`src/rtl/apb_pkg.sv`:
```
// apb_pkg: types and constants shared by the APB requester and the APB memory bench.
//   apb_state_e : requester FSM states (IDLE, SETUP, ACCESS)
//   APB_ADDR_W  : default address width
//   APB_DATA_W  : default data width
package apb_pkg;

   localparam int APB_ADDR_W = 16;
   localparam int APB_DATA_W = 32;

   typedef enum logic [1:0] {
      IDLE   = 2'd0,
      SETUP  = 2'd1,
      ACCESS = 2'd2
   } apb_state_e;

endpackage

```
`src/rtl/apb_master.sv`:
```
// apb_master: single-outstanding APB requester with a wait-state timeout.
//   clk, Rst          : clock, synchronous active-high reset
//   cmd_valid/ready   : command handshake; cmd_write/addr/wdata are latched on accept
//   rsp_valid         : one-cycle completion pulse carrying rsp_rdata and rsp_err
//   PAddr..PEnable    : registered APB requester outputs
//   PRData, PReady    : APB completer inputs
// A command takes at least three cycles (accept, SETUP, ACCESS). Each ACCESS
// cycle with PReady low advances the wait counter; when it has already reached
// TIMEOUT-1 the transfer is abandoned and reported with rsp_err.
module apb_master
   import apb_pkg::*;
#(
   parameter int ADDR_W  = APB_ADDR_W,
   parameter int DATA_W  = APB_DATA_W,
   parameter int TIMEOUT = 16
) (
   input  logic              clk,
   input  logic              Rst,
   input  logic              cmd_valid,
   output logic              cmd_ready,
   input  logic              cmd_write,
   input  logic [ADDR_W-1:0] cmd_addr,
   input  logic [DATA_W-1:0] cmd_wdata,
   output logic              rsp_valid,
   output logic [DATA_W-1:0] rsp_rdata,
   output logic              rsp_err,
   output logic [ADDR_W-1:0] PAddr,
   output logic [DATA_W-1:0] PWData,
   output logic              PWrite,
   output logic              PSel,
   output logic              PEnable,
   input  logic [DATA_W-1:0] PRData,
   input  logic              PReady
);

   localparam logic [7:0] WCNT_LAST = 8'(TIMEOUT - 1);

   apb_state_e        state_q,     state_d;
   logic [7:0]        wcnt_q,      wcnt_d;
   logic [ADDR_W-1:0] paddr_q,     paddr_d;
   logic [DATA_W-1:0] pwdata_q,    pwdata_d;
   logic              pwrite_q,    pwrite_d;
   logic              psel_q,      psel_d;
   logic              penable_q,   penable_d;
   logic              cmd_ready_q, cmd_ready_d;
   logic              rsp_valid_q, rsp_valid_d;
   logic              rsp_err_q,   rsp_err_d;
   logic [DATA_W-1:0] rsp_rdata_q, rsp_rdata_d;

   always_comb begin
      state_d     = state_q;
      wcnt_d      = wcnt_q;
      paddr_d     = paddr_q;
      pwdata_d    = pwdata_q;
      pwrite_d    = pwrite_q;
      psel_d      = psel_q;
      penable_d   = penable_q;
      cmd_ready_d = 1'b0;
      // Response fields are only non-zero for the single completion cycle.
      rsp_valid_d = 1'b0;
      rsp_err_d   = 1'b0;
      rsp_rdata_d = '0;

      unique case (state_q)
         IDLE: begin
            // cmd_ready is registered, so it stays low for the first cycle
            // after reset and no command can slip in before then.
            cmd_ready_d = 1'b1;
            if (cmd_valid && cmd_ready_q) begin
               state_d     = SETUP;
               psel_d      = 1'b1;
               penable_d   = 1'b0;
               paddr_d     = cmd_addr;
               pwdata_d    = cmd_wdata;
               pwrite_d    = cmd_write;
               wcnt_d      = '0;
               cmd_ready_d = 1'b0;
            end
         end

         SETUP: begin
            state_d   = ACCESS;
            penable_d = 1'b1;
         end

         ACCESS: begin
            if (PReady) begin
               state_d     = IDLE;
               psel_d      = 1'b0;
               penable_d   = 1'b0;
               rsp_valid_d = 1'b1;
               rsp_rdata_d = pwrite_q ? '0 : PRData;
               cmd_ready_d = 1'b1;
            end else if (wcnt_q == WCNT_LAST) begin
               // Completer never answered: abandon and flag the error.
               state_d     = IDLE;
               psel_d      = 1'b0;
               penable_d   = 1'b0;
               rsp_valid_d = 1'b1;
               rsp_err_d   = 1'b1;
               cmd_ready_d = 1'b1;
            end else begin
               wcnt_d = wcnt_q + 8'd1;
            end
         end

         default: state_d = IDLE;
      endcase
   end

   always_ff @(posedge clk) begin
      if (Rst) begin
         state_q     <= IDLE;
         wcnt_q      <= '0;
         paddr_q     <= '0;
         pwdata_q    <= '0;
         pwrite_q    <= 1'b0;
         psel_q      <= 1'b0;
         penable_q   <= 1'b0;
         cmd_ready_q <= 1'b0;
         rsp_valid_q <= 1'b0;
         rsp_err_q   <= 1'b0;
         rsp_rdata_q <= '0;
      end else begin
         state_q     <= state_d;
         wcnt_q      <= wcnt_d;
         paddr_q     <= paddr_d;
         pwdata_q    <= pwdata_d;
         pwrite_q    <= pwrite_d;
         psel_q      <= psel_d;
         penable_q   <= penable_d;
         cmd_ready_q <= cmd_ready_d;
         rsp_valid_q <= rsp_valid_d;
         rsp_err_q   <= rsp_err_d;
         rsp_rdata_q <= rsp_rdata_d;
      end
   end

   assign cmd_ready = cmd_ready_q;
   assign rsp_valid = rsp_valid_q;
   assign rsp_err   = rsp_err_q;
   assign rsp_rdata = rsp_rdata_q;
   assign PAddr     = paddr_q;
   assign PWData    = pwdata_q;
   assign PWrite    = pwrite_q;
   assign PSel      = psel_q;
   assign PEnable   = penable_q;

endmodule

```
`config.mk`:
```
export PLATFORM = sky130hd
export DESIGN_NAME = apb_master
export DESIGN_NICKNAME = d
export VERILOG_FILES = /design/src/rtl/apb_pkg.sv /design/src/rtl/apb_master.sv
export SDC_FILE = /design/constraint.sdc
export NUM_CORES = 1
export LEC_CHECK = 0
export BUFFER_PORTS_ARGS = -buffer_cell sky130_fd_sc_hd__buf_2
export CORE_ASPECT_RATIO = 2
export CORE_UTILIZATION = 33
export DETAILED_ROUTE_END_ITERATION = 6
export GPL_ROUTABILITY_DRIVEN = 1
export SLEW_MARGIN = 15
export SYNTH_ARGS = -nofsm -noshare
export SYNTH_HDL_FRONTEND = slang
export SYNTH_SLANG_ARGS = --single-unit
```
`constraint.sdc`:
```
create_clock -name clk -period 1.8 [get_ports clk]
set_input_delay 0.09 -clock clk [delete_from_list [all_inputs] [get_ports clk]]
set_output_delay 0.09 -clock clk [all_outputs]
set_load 0.1 [all_outputs]
```
==> flow_metrics.env, run 1 <==
export IMPL_holdBufCountCts=81
export IMPL_path_class="reg -> reg"
export IMPL_crit_slowest_cell="o21ai_0"
export IMPL_final_common_cell="buf_2"
export IMPL_ant_nets=0
export IMPL_synthesis_area_mm2=0.00321
export IMPL_die_y_um=141
export IMPL_grt_busiest_layer="met2"
export IMPL_final_cell_mix="buf_2 (170), nand2_1 (101), dfxtp_1 (95)"
export IMPL_cap_violations=0
export IMPL_status="finished, final reports clean"
export IMPL_root_buffer="clkbuf_16"
export IMPL_dieArea_mm2=0.0102
export IMPL_grt_pass1_wl_um=14900
export IMPL_clock_latency_ns=0.34
export IMPL_whs_endpoint="cmd_ready"
export IMPL_grt_pass1_vias=3404
export IMPL_rows=50
export IMPL_reg2reg_slack_ns=0.17
export IMPL_syn_to_final_growth_pct=66.7
export IMPL_path_cells="ha_1 -> nand4b_1 -> nor2_1 -> o21ai_0 -> and4_1"
export IMPL_min_from="cmd_valid"
export IMPL_critPathLaunch="wcnt_q[0]"
export IMPL_required_ns=2.08
export IMPL_cts_repair_resized=0
export IMPL_ys_top_cells_by_area="dfxtp_1 (60%), nand2_1 (12%), a21oi_1 (8.6%), and2_1 (6.2%), clkbuf_1 (2.0%)"
export IMPL_synth_distinct_cells=33
export IMPL_fillers=809
export IMPL_fin_area_mm2=0.00535
export IMPL_drt_total_wl_um=9130
export IMPL_slowest_delay_ns=0.44
export IMPL_ys_warn_count=0
export IMPL_critPathBufInv=0
export IMPL_drtPass1Iterations=4
export IMPL_num_nets_final=693
export IMPL_syn_area_per_cell_um2=8.97
export IMPL_numCtsBuffers=9
export IMPL_hold_class="in -> reg"
export IMPL_worstMarginPinSlew_ns=0.535
export IMPL_gr_usage_met2=0.349
export IMPL_finalPower_mw=5.23
export IMPL_fmax_mhz=615
export IMPL_pin_count=171
export IMPL_io_buffer_count=170
export IMPL_synth_top_area_share=0.599
export IMPL_skew_ns=0.00680
export IMPL_endpoint_kind="register"
export IMPL_drive_above_1_share=0.332
export IMPL_maxSlewViolCount=0
export IMPL_synth_cells=358
export IMPL_grt_overflow_total=0
export IMPL_async_flop_share=0
export IMPL_synth_top_cell_by_area="dfxtp_1"
export IMPL_grt_max_degree=46
export IMPL_synth_edf_count=0
export IMPL_post_route_period_util=0.904
export IMPL_critical_path_top_delay_family="simple AND/OR/NAND/NOR gates"
export IMPL_cts_max_level=3
export IMPL_cp_data_arrival_time_ns=1.91
export IMPL_diodes=0
export IMPL_min_period_ns=1.63
export IMPL_synth_seq_cells=96
export IMPL_synthesis_nets=444
export IMPL_ir_worst_vdd_v=0.000515
export IMPL_track_usage=0.187
export IMPL_cts_setup_buffers=0
export IMPL_reg2regPathDepth=5
export IMPL_wire_per_inst_um=12.8
export IMPL_r2r_end="PEnable"
export IMPL_start_util=0.342
export IMPL_leakage_nw=2.49
export IMPL_tns_ns=0
export IMPL_vias=3307
export IMPL_placeableCoreArea_mm2=0.00938
export IMPL_cts_tree="yes"
export IMPL_rsz0062_at_grt="false"
export IMPL_gp_congestion=0.878
export IMPL_route_detailed_drc=0
export IMPL_slew_headroom=0.640
export IMPL_critPathMaxFanout=5
export IMPL_ys_seq_area_frac=0.599
export IMPL_antenna_found_initial=0
export IMPL_clockBufferDepth=2
export IMPL_use_met3=0.0469
export IMPL_hold_path_cell_count=3
export IMPL_place_area_mm2=0.00422
export IMPL_dpl_hpwl_um=6040
export IMPL_synth_main_ff_cell="dfxtp_1"
export IMPL_numClockSinks=96
export IMPL_drt_iter0_drc=173
export IMPL_cts_clk_slew_worst_paths_ns=0.07
export IMPL_setup_viol=0
export IMPL_grt_met1_usage=0.181
export IMPL_via_per_inst=4.62
export IMPL_r2r_start="wcnt_q[0]"
export IMPL_die_w_um=71.7
export IMPL_finalHoldViolations=0
export IMPL_start_kind="register"
export IMPL_power_density_mw_per_mm2=976
[area by class of cell]
type	instances	area (um2)	area share
multi-input cells	236	1200	0.225
inverters	3	11.3	0.00210
flip-flops and latches	96	1920	0.359
well taps	104	130	0.0243
clock buffers	9	225	0.0421
repair buffers	261	1760	0.329
clock inverters	7	95.1	0.0178
[worst max path at each step]
| stage | depth (start not counted) | slack, ns | end |
|---|---|---|---|
| after floorplan | 6 | 0.01 | wcnt_q[4] |
| after global placement | 6 | 0.26 | wcnt_q[6] |
| after detailed placement | 6 | 0.21 | wcnt_q[6] |
| after CTS | 5 | 0.19 | PEnable |
| after global routing | 5 | 0.08 | PSel |
| final | 5 | 0.17 | PEnable |
[Yosys cell counts (2+ instances only)]
master / number
nand2_1: 101
dfxtp_1: 96
a21oi_1: 55
and2_1: 32
clkbuf_1: 17
nand3_1: 10
buf_2: 5
nor2_1: 5
and3_1: 3
inv_1: 3
nand4_1: 3
o211ai_1: 3
or3_1: 3
a31oi_1: 2
o21ai_0: 2
[power breakdown]
| group | internal, mW | switching (mW) |
|---|---|---|
| logic | 0.297 | 0.669 |
| clock network | 1.22 | 0.812 |
| registers | 2.19 | 0.0368 |
| total | 3.71 | 1.52 |
[tightest hold or removal path, delay by kind of cell]
kind | cells | cell delay [ns]
compound gates | 2 | 0.19
buf+inv | 1 | 0.12
[sequential cells by signal, indices dropped and copies added (netlist names), 2 cells and up]
name	flops
PWData	32
rsp_rdata	32
wcnt_q	8
PAddr	16
state_q	2
[per-layer routing]
metal,vias up,routed length [um]
met2,123,5030
li1,1680,-
met4,0,291
met5,-,0
met3,22,497
met1,1482,3310
[through the flow]
stage / cells / worst slack [ns] / util / hold slack (ns)
global placement: 619 / 0.256 / 0.450 / 0.290
finish: 716 / 0.173 / 0.570 / 0.101
floorplan: 358 / 0.0109 / - / 0.212
CTS: 716 / 0.188 / 0.570 / 0.0938
global route: 716 / 0.0798 / 0.570 / 0.128
detailed placement: 619 / 0.214 / 0.450 / 0.292
[logic make-up (layout without fill, tap and decap cells)]
logic type,count (synthesis),count (layout),synth area share
adders and majority gates,1,1,0.00390
DFF,96,96,0.599
buffers and inverters,26,280,0.0323
AOI/OAI and AO/OA,69,69,0.118
and+or+nand+nor,165,165,0.244
muxes,1,1,0.00351
Note: power is estimated with default switching activity, not from simulation.
==> run 2: changes to the inputs <==
--- a/config.mk
+++ b/config.mk
@@ -7,9 +7,12 @@
 export LEC_CHECK = 0
 export BUFFER_PORTS_ARGS = -buffer_cell sky130_fd_sc_hd__buf_2
 export CORE_ASPECT_RATIO = 2
-export CORE_UTILIZATION = 33
+export CORE_MARGIN = 2
+export CORE_UTILIZATION = 40
 export DETAILED_ROUTE_END_ITERATION = 6
 export GPL_ROUTABILITY_DRIVEN = 1
+export PLACE_DENSITY = 0.73
+export REMOVE_ABC_BUFFERS = 1
 export SLEW_MARGIN = 15
 export SYNTH_ARGS = -nofsm -noshare
 export SYNTH_HDL_FRONTEND = slang
==> run 2 against run 1 <==
  * Non-clock buffer count decreased by 9
  * Sequential power hardly changed
  * Clock-buffer cell count rose by 2
  * Final area shrank 2.1%
  * Worst setup slack got worse by 0.0041 ns
  * Die area decreased by 13%
  * First-iteration DRC count shrank 21%
  * Routed wire length is 4.2% higher
==> flow_metrics.env, run 2 (synthesis gave the netlist of run 1 again) <==
export IMPL_cts_clk_slew_worst_paths_ns=0.06
export IMPL_status="finished, final reports clean"
export IMPL_cts_repair_resized=0
export IMPL_die_y_um=131
export IMPL_syn_to_final_growth_pct=63.2
export IMPL_r2r_start="wcnt_q[0]"
export IMPL_rsz0062_at_grt="false"
export IMPL_antenna_found_initial=0
export IMPL_clock_latency_ns=0.33
export IMPL_dieArea_mm2=0.00880
export IMPL_fillers=618
export IMPL_numClockSinks=96
export IMPL_grt_max_degree=38
export IMPL_critPathLaunch="wcnt_q[0]"
export IMPL_grt_pass1_vias=3290
export IMPL_skew_ns=0.00763
export IMPL_whs_ns=0.00549
export IMPL_required_ns=2.05
export IMPL_drtPass1Iterations=5
export IMPL_leakage_nw=2.44
export IMPL_start_kind="register"
export IMPL_final_common_cell="buf_2"
export IMPL_via_per_inst=4.80
export IMPL_pin_count=171
export IMPL_wire_per_inst_um=13.6
export IMPL_cap_violations=0
export IMPL_worstMarginPinSlew_ns=0.510
export IMPL_drt_total_wl_um=9520
export IMPL_slew_headroom=0.663
export IMPL_min_from="cmd_wdata[0]"
export IMPL_fin_area_mm2=0.00524
export IMPL_final_cell_mix="buf_2 (170), nand2_1 (101), dfxtp_1 (96)"
export IMPL_finalHoldViolations=0
export IMPL_place_area_mm2=0.00420
export IMPL_path_class="reg -> reg"
export IMPL_cp_data_arrival_time_ns=1.89
export IMPL_placeableCoreArea_mm2=0.00789
export IMPL_num_nets_final=684
export IMPL_track_usage=0.219
export IMPL_post_route_period_util=0.906
export IMPL_root_buffer="clkbuf_16"
export IMPL_setup_viol=0
export IMPL_hold_class="in -> reg"
export IMPL_min_period_ns=1.63
export IMPL_ant_nets=0
export IMPL_maxSlewViolCount=0
export IMPL_endpoint_kind="register"
export IMPL_power_density_mw_per_mm2=977
export IMPL_grt_overflow_total=0
export IMPL_fmax_mhz=613
export IMPL_io_buffer_count=170
export IMPL_diodes=0
export IMPL_dpl_hpwl_um=6150
export IMPL_cts_tree="yes"
export IMPL_drt_iter0_drc=137
export IMPL_critPathMaxFanout=5
export IMPL_numCtsBuffers=9
export IMPL_ir_worst_vdd_v=0.000931
export IMPL_route_detailed_drc=0
export IMPL_vias=3356
export IMPL_die_w_um=67.4
export IMPL_drive_above_1_share=0.332
export IMPL_cts_max_level=3
export IMPL_grt_pass1_wl_um=14700
export IMPL_gp_congestion=0.784
export IMPL_rows=46
export IMPL_start_util=0.407
export IMPL_clockBufferDepth=2
## run 2: changes by cell type in the layout (fill, tap and decap cells not counted)
cell / previous run / this run
clkinv_2: 2 / 0
buf_4: 8 / 7
inv_8: 0 / 1
dlygate4sd3_1: 81 / 73
clkbuf_1: 0 / 1
bufinv_16: 2 / 1
clkbuf_8: 0 / 1
clkinvlp_4: 1 / 2
dfxtp_1: 95 / 96
inv_6: 1 / 0
dfxtp_2: 1 / 0
## run 2: metrics by stage
stage | setup TNS [ns] | setup WS [ns] | cells | total power [mW] | util
2_1_floorplan | -171.37 | -3.34 | 335 | 2.87 | -
3_3_place_gp | 0 | 0.238 | 610 | 3.09 | 0.533
3_5_place_dp | 0 | 0.174 | 610 | 3.10 | 0.533
4_1_cts | 0 | 0.172 | 699 | 5.16 | 0.665
5_1_grt | 0 | 0.0634 | 699 | 5.31 | 0.665
6_report | 0 | 0.169 | 699 | 5.12 | 0.665
## run 2: timing repair
action / 4_1_cts / 5_1_grt
hold buffers: 73 / 0
setup buffers: 0 / 0
endpoints found under the hold margin: 73 / 0
## run 2: critical path: stages, from the launching register on
cell	delay, ns
dfxtp_1	0.35
ha_1	0.23
nand4b_1	0.19
o21ai_2	0.11
or4_1	0.50
a31oi_1	0.18
## run 2: layout make-up
class / instances / area (um2) / area share
Tap cell: 96 / 120 / 0.0229
Multi-Input combinational cell: 236 / 1200 / 0.230
Clock buffer: 11 / 243 / 0.0463
Sequential cell: 96 / 1920 / 0.367
Inverter: 3 / 11.3 / 0.00215
Clock inverter: 5 / 65.1 / 0.0124
Timing Repair Buffer: 252 / 1670 / 0.319
## run 2: path summary, 6_finish.rpt
check                     to  slack (ns)  cells after the start
setup / recovery   wcnt_q[7]        0.17                      5
hold reg to reg   PWData[13]        0.45                      2
hold / removal     PWData[0]       0.005                      3
setup reg to reg   wcnt_q[7]        0.17                      5
## run 2: report_power, final
part	total (mW)	internal [mW]	switching [mW]
Sequential	2.23	2.19	0.0355
Combinational	0.957	0.284	0.673
Clock	1.94	1.13	0.808
Total	5.12	3.60	1.52
## run 2: per-layer routing
metal,GRT usage,up-vias,share of wire
met3,0.0531,37,0.052
met5,0,-,0
met4,0.114,0,0.040
li1,-,1654,-
met1,0.220,1531,0.34
met2,0.402,134,0.56
==> run 3: changes to the inputs <==
--- a/config.mk
+++ b/config.mk
@@ -6,12 +6,14 @@
 export NUM_CORES = 1
 export LEC_CHECK = 0
 export BUFFER_PORTS_ARGS = -buffer_cell sky130_fd_sc_hd__buf_2
+export CELL_PAD_IN_SITES_DETAIL_PLACEMENT = 1
+export CELL_PAD_IN_SITES_GLOBAL_PLACEMENT = 1
 export CORE_ASPECT_RATIO = 2
 export CORE_MARGIN = 2
-export CORE_UTILIZATION = 40
+export CORE_UTILIZATION = 34
 export DETAILED_ROUTE_END_ITERATION = 6
 export GPL_ROUTABILITY_DRIVEN = 1
-export PLACE_DENSITY = 0.73
+export PLACE_DENSITY_LB_ADDON = 0.1
 export REMOVE_ABC_BUFFERS = 1
 export SLEW_MARGIN = 15
 export SYNTH_ARGS = -nofsm -noshare
==> constraint.sdc (replaced) <==
create_clock -name clk -period 1.92 [get_ports clk]
set_input_delay 0.096 -clock clk [delete_from_list [all_inputs] [get_ports clk]]
set_output_delay 0.096 -clock clk [all_outputs]
set_load 0.1 [all_outputs]
==> run 3 against run 2 <==
  * Combinational power down 6.7%
  * Largest cell class unchanged
  * Critical endpoint unchanged
  * Hold slack worse by 0.0025 ns
  * Critical path type unchanged
  * Sequential share of layout area increased by 0.39 points
  * Register-to-register slack better by 0.07 ns
==> flow_metrics.env, run 3 (synthesis gave the netlist of run 1 again) <==
export IMPL_clock_latency_ns=0.34
export IMPL_grt_pass1_vias=3526
export IMPL_root_buffer="clkbuf_16"
export IMPL_final_util=0.560
export IMPL_min_from="cmd_addr[4]"
export IMPL_track_usage=0.214
export IMPL_leakage_nw=2.41
export IMPL_final_common_cell="buf_2"
export IMPL_drt_total_wl_um=10600
export IMPL_whs_endpoint="PAddr[4]"
export IMPL_worstMarginPinSlew_ns=0.514
export IMPL_reg2reg_slack_ns=0.24
export IMPL_vias=3293
export IMPL_final_cell_mix="buf_2 (170), nand2_1 (101), dfxtp_1 (96)"
export IMPL_dpl_hpwl_um=6910
export IMPL_gp_congestion=0.830
export IMPL_antenna_found_initial=0
export IMPL_grt_max_degree=36
export IMPL_cap_violations=0
export IMPL_drt_iter0_drc=119
export IMPL_skew_ns=0.00427
export IMPL_slew_headroom=0.660
export IMPL_grt_overflow_total=0
export IMPL_fmax_mhz=594
export IMPL_critPathMaxFanout=5
export IMPL_path_cells="ha_1 -> nand4b_1 -> o21ai_2 -> or4_1 -> a31oi_1"
export IMPL_required_ns=2.18
export IMPL_endpoint_kind="register"
export IMPL_hold_path_cell_count=3
export IMPL_wire_per_inst_um=15.1
export IMPL_critical_path_top_delay_family="simple AND/OR/NAND/NOR gates"
export IMPL_finalHoldViolations=0
export IMPL_path_class="reg -> reg"
export IMPL_drive_above_1_share=0.338
export IMPL_drtPass1Iterations=4
export IMPL_dp_cells=619
export IMPL_dieArea_mm2=0.0103
export IMPL_r2r_start="wcnt_q[0]"
export IMPL_diodes=0
export IMPL_grt_pass1_wl_um=17100
export IMPL_cts_clk_slew_worst_paths_ns=0.07
export IMPL_whs_ns=0.00297
export IMPL_start_util=0.347
export IMPL_cp_data_arrival_time_ns=1.94
export IMPL_num_nets_final=678
export IMPL_pin_count=171
export IMPL_numClockSinks=96
export IMPL_syn_to_final_growth_pct=61.5
export IMPL_io_buffer_count=170
export IMPL_tns_ns=0
export IMPL_die_y_um=141
export IMPL_finalPower_mw=4.79
export IMPL_critPathBufInv=0
export IMPL_hold_class="in -> reg"
export IMPL_placeableCoreArea_mm2=0.00926
export IMPL_dp_worst_setup_slack_ns=0.284
export IMPL_post_route_period_util=0.877
export IMPL_setup_viol=0
export IMPL_cts_tree="yes"
export IMPL_route_detailed_drc=0
export IMPL_cts_max_level=3
export IMPL_fin_area_mm2=0.00518
export IMPL_ant_nets=0
export IMPL_rsz0062_at_grt="false"
export IMPL_status="finished, final reports clean"
export IMPL_r2r_end="wcnt_q[7]"
export IMPL_crit_slowest_cell="or4_1"
export IMPL_min_period_ns=1.68
export IMPL_reg2regPathDepth=5
export IMPL_maxSlewViolCount=0
export IMPL_die_w_um=72.7
export IMPL_start_kind="register"
export IMPL_clockBufferDepth=2
export IMPL_stdcell_count=701
export IMPL_setup_slack_ns=0.235
export IMPL_rows=50
export IMPL_numCtsBuffers=9
export IMPL_place_area_mm2=0.00422
export IMPL_slowest_delay_ns=0.50
export IMPL_via_per_inst=4.70
export IMPL_power_density_mw_per_mm2=924
export IMPL_ir_worst_vdd_v=0.000632
export IMPL_cts_setup_buffers=0
[run 3: cell types whose count changed in the layout (fill, tap and decap cells not counted), sizes merged]
cell	previous run	this run
dlygate4sd3	73	66
clkbuf	11	10
clkinv	1	2
buf	179	180
[run 3: routing by layer]
metal | vias up | global-route usage | wire length (um)
li1 | 1640 | - | -
met1 | 1534 | 0.229 | 3880
met2 | 109 | 0.396 | 5920
met3 | 10 | 0.0575 | 635
met4 | 0 | 0.0673 | 163
met5 | - | 0 | 0
[run 3: area by class of cell]
| cell class | count | area (um2) |
|---|---|---|
| Tap cell | 104 | 130 |
| Clock inverter | 6 | 67.6 |
| Sequential cell | 96 | 1920 |
| Inverter | 3 | 11.3 |
| Timing Repair Buffer | 246 | 1600 |
| Clock buffer | 10 | 239 |
| Fill cell | 1085 | 4070 |
| Multi-Input combinational cell | 236 | 1220 |
[run 3: worst max path at each step]
stage,start,to,cells after the start
3_5_place_dp,wcnt_q[0],wcnt_q[7],5
2_1_floorplan,cmd_ready,wcnt_q[4],4
3_3_place_gp,state_q[0],PWData[27],4
4_1_cts,wcnt_q[0],wcnt_q[7],5
5_1_grt,wcnt_q[0],wcnt_q[6],6
6_report,wcnt_q[0],wcnt_q[7],5
[run 3: power by group]
group          switching [mW]  total, mW  leakage (nW)  internal [mW]
clock network           0.760       1.81         0.145           1.05
logic                   0.636      0.893          1.49          0.256
registers              0.0352       2.09         0.778           2.05
total                    1.43       4.79          2.41           3.36
[run 3: tightest hold or removal path: stages]
cell and delay, ns:
buf_2 0.10, nand2_1 0.05, a21oi_1 0.05
[run 3: timing repair]
item	in CTS	in global routing
hold endpoints to repair	66	0
hold buffers	66	0
gates resized for setup	0	0
setup endpoints to repair	0	0
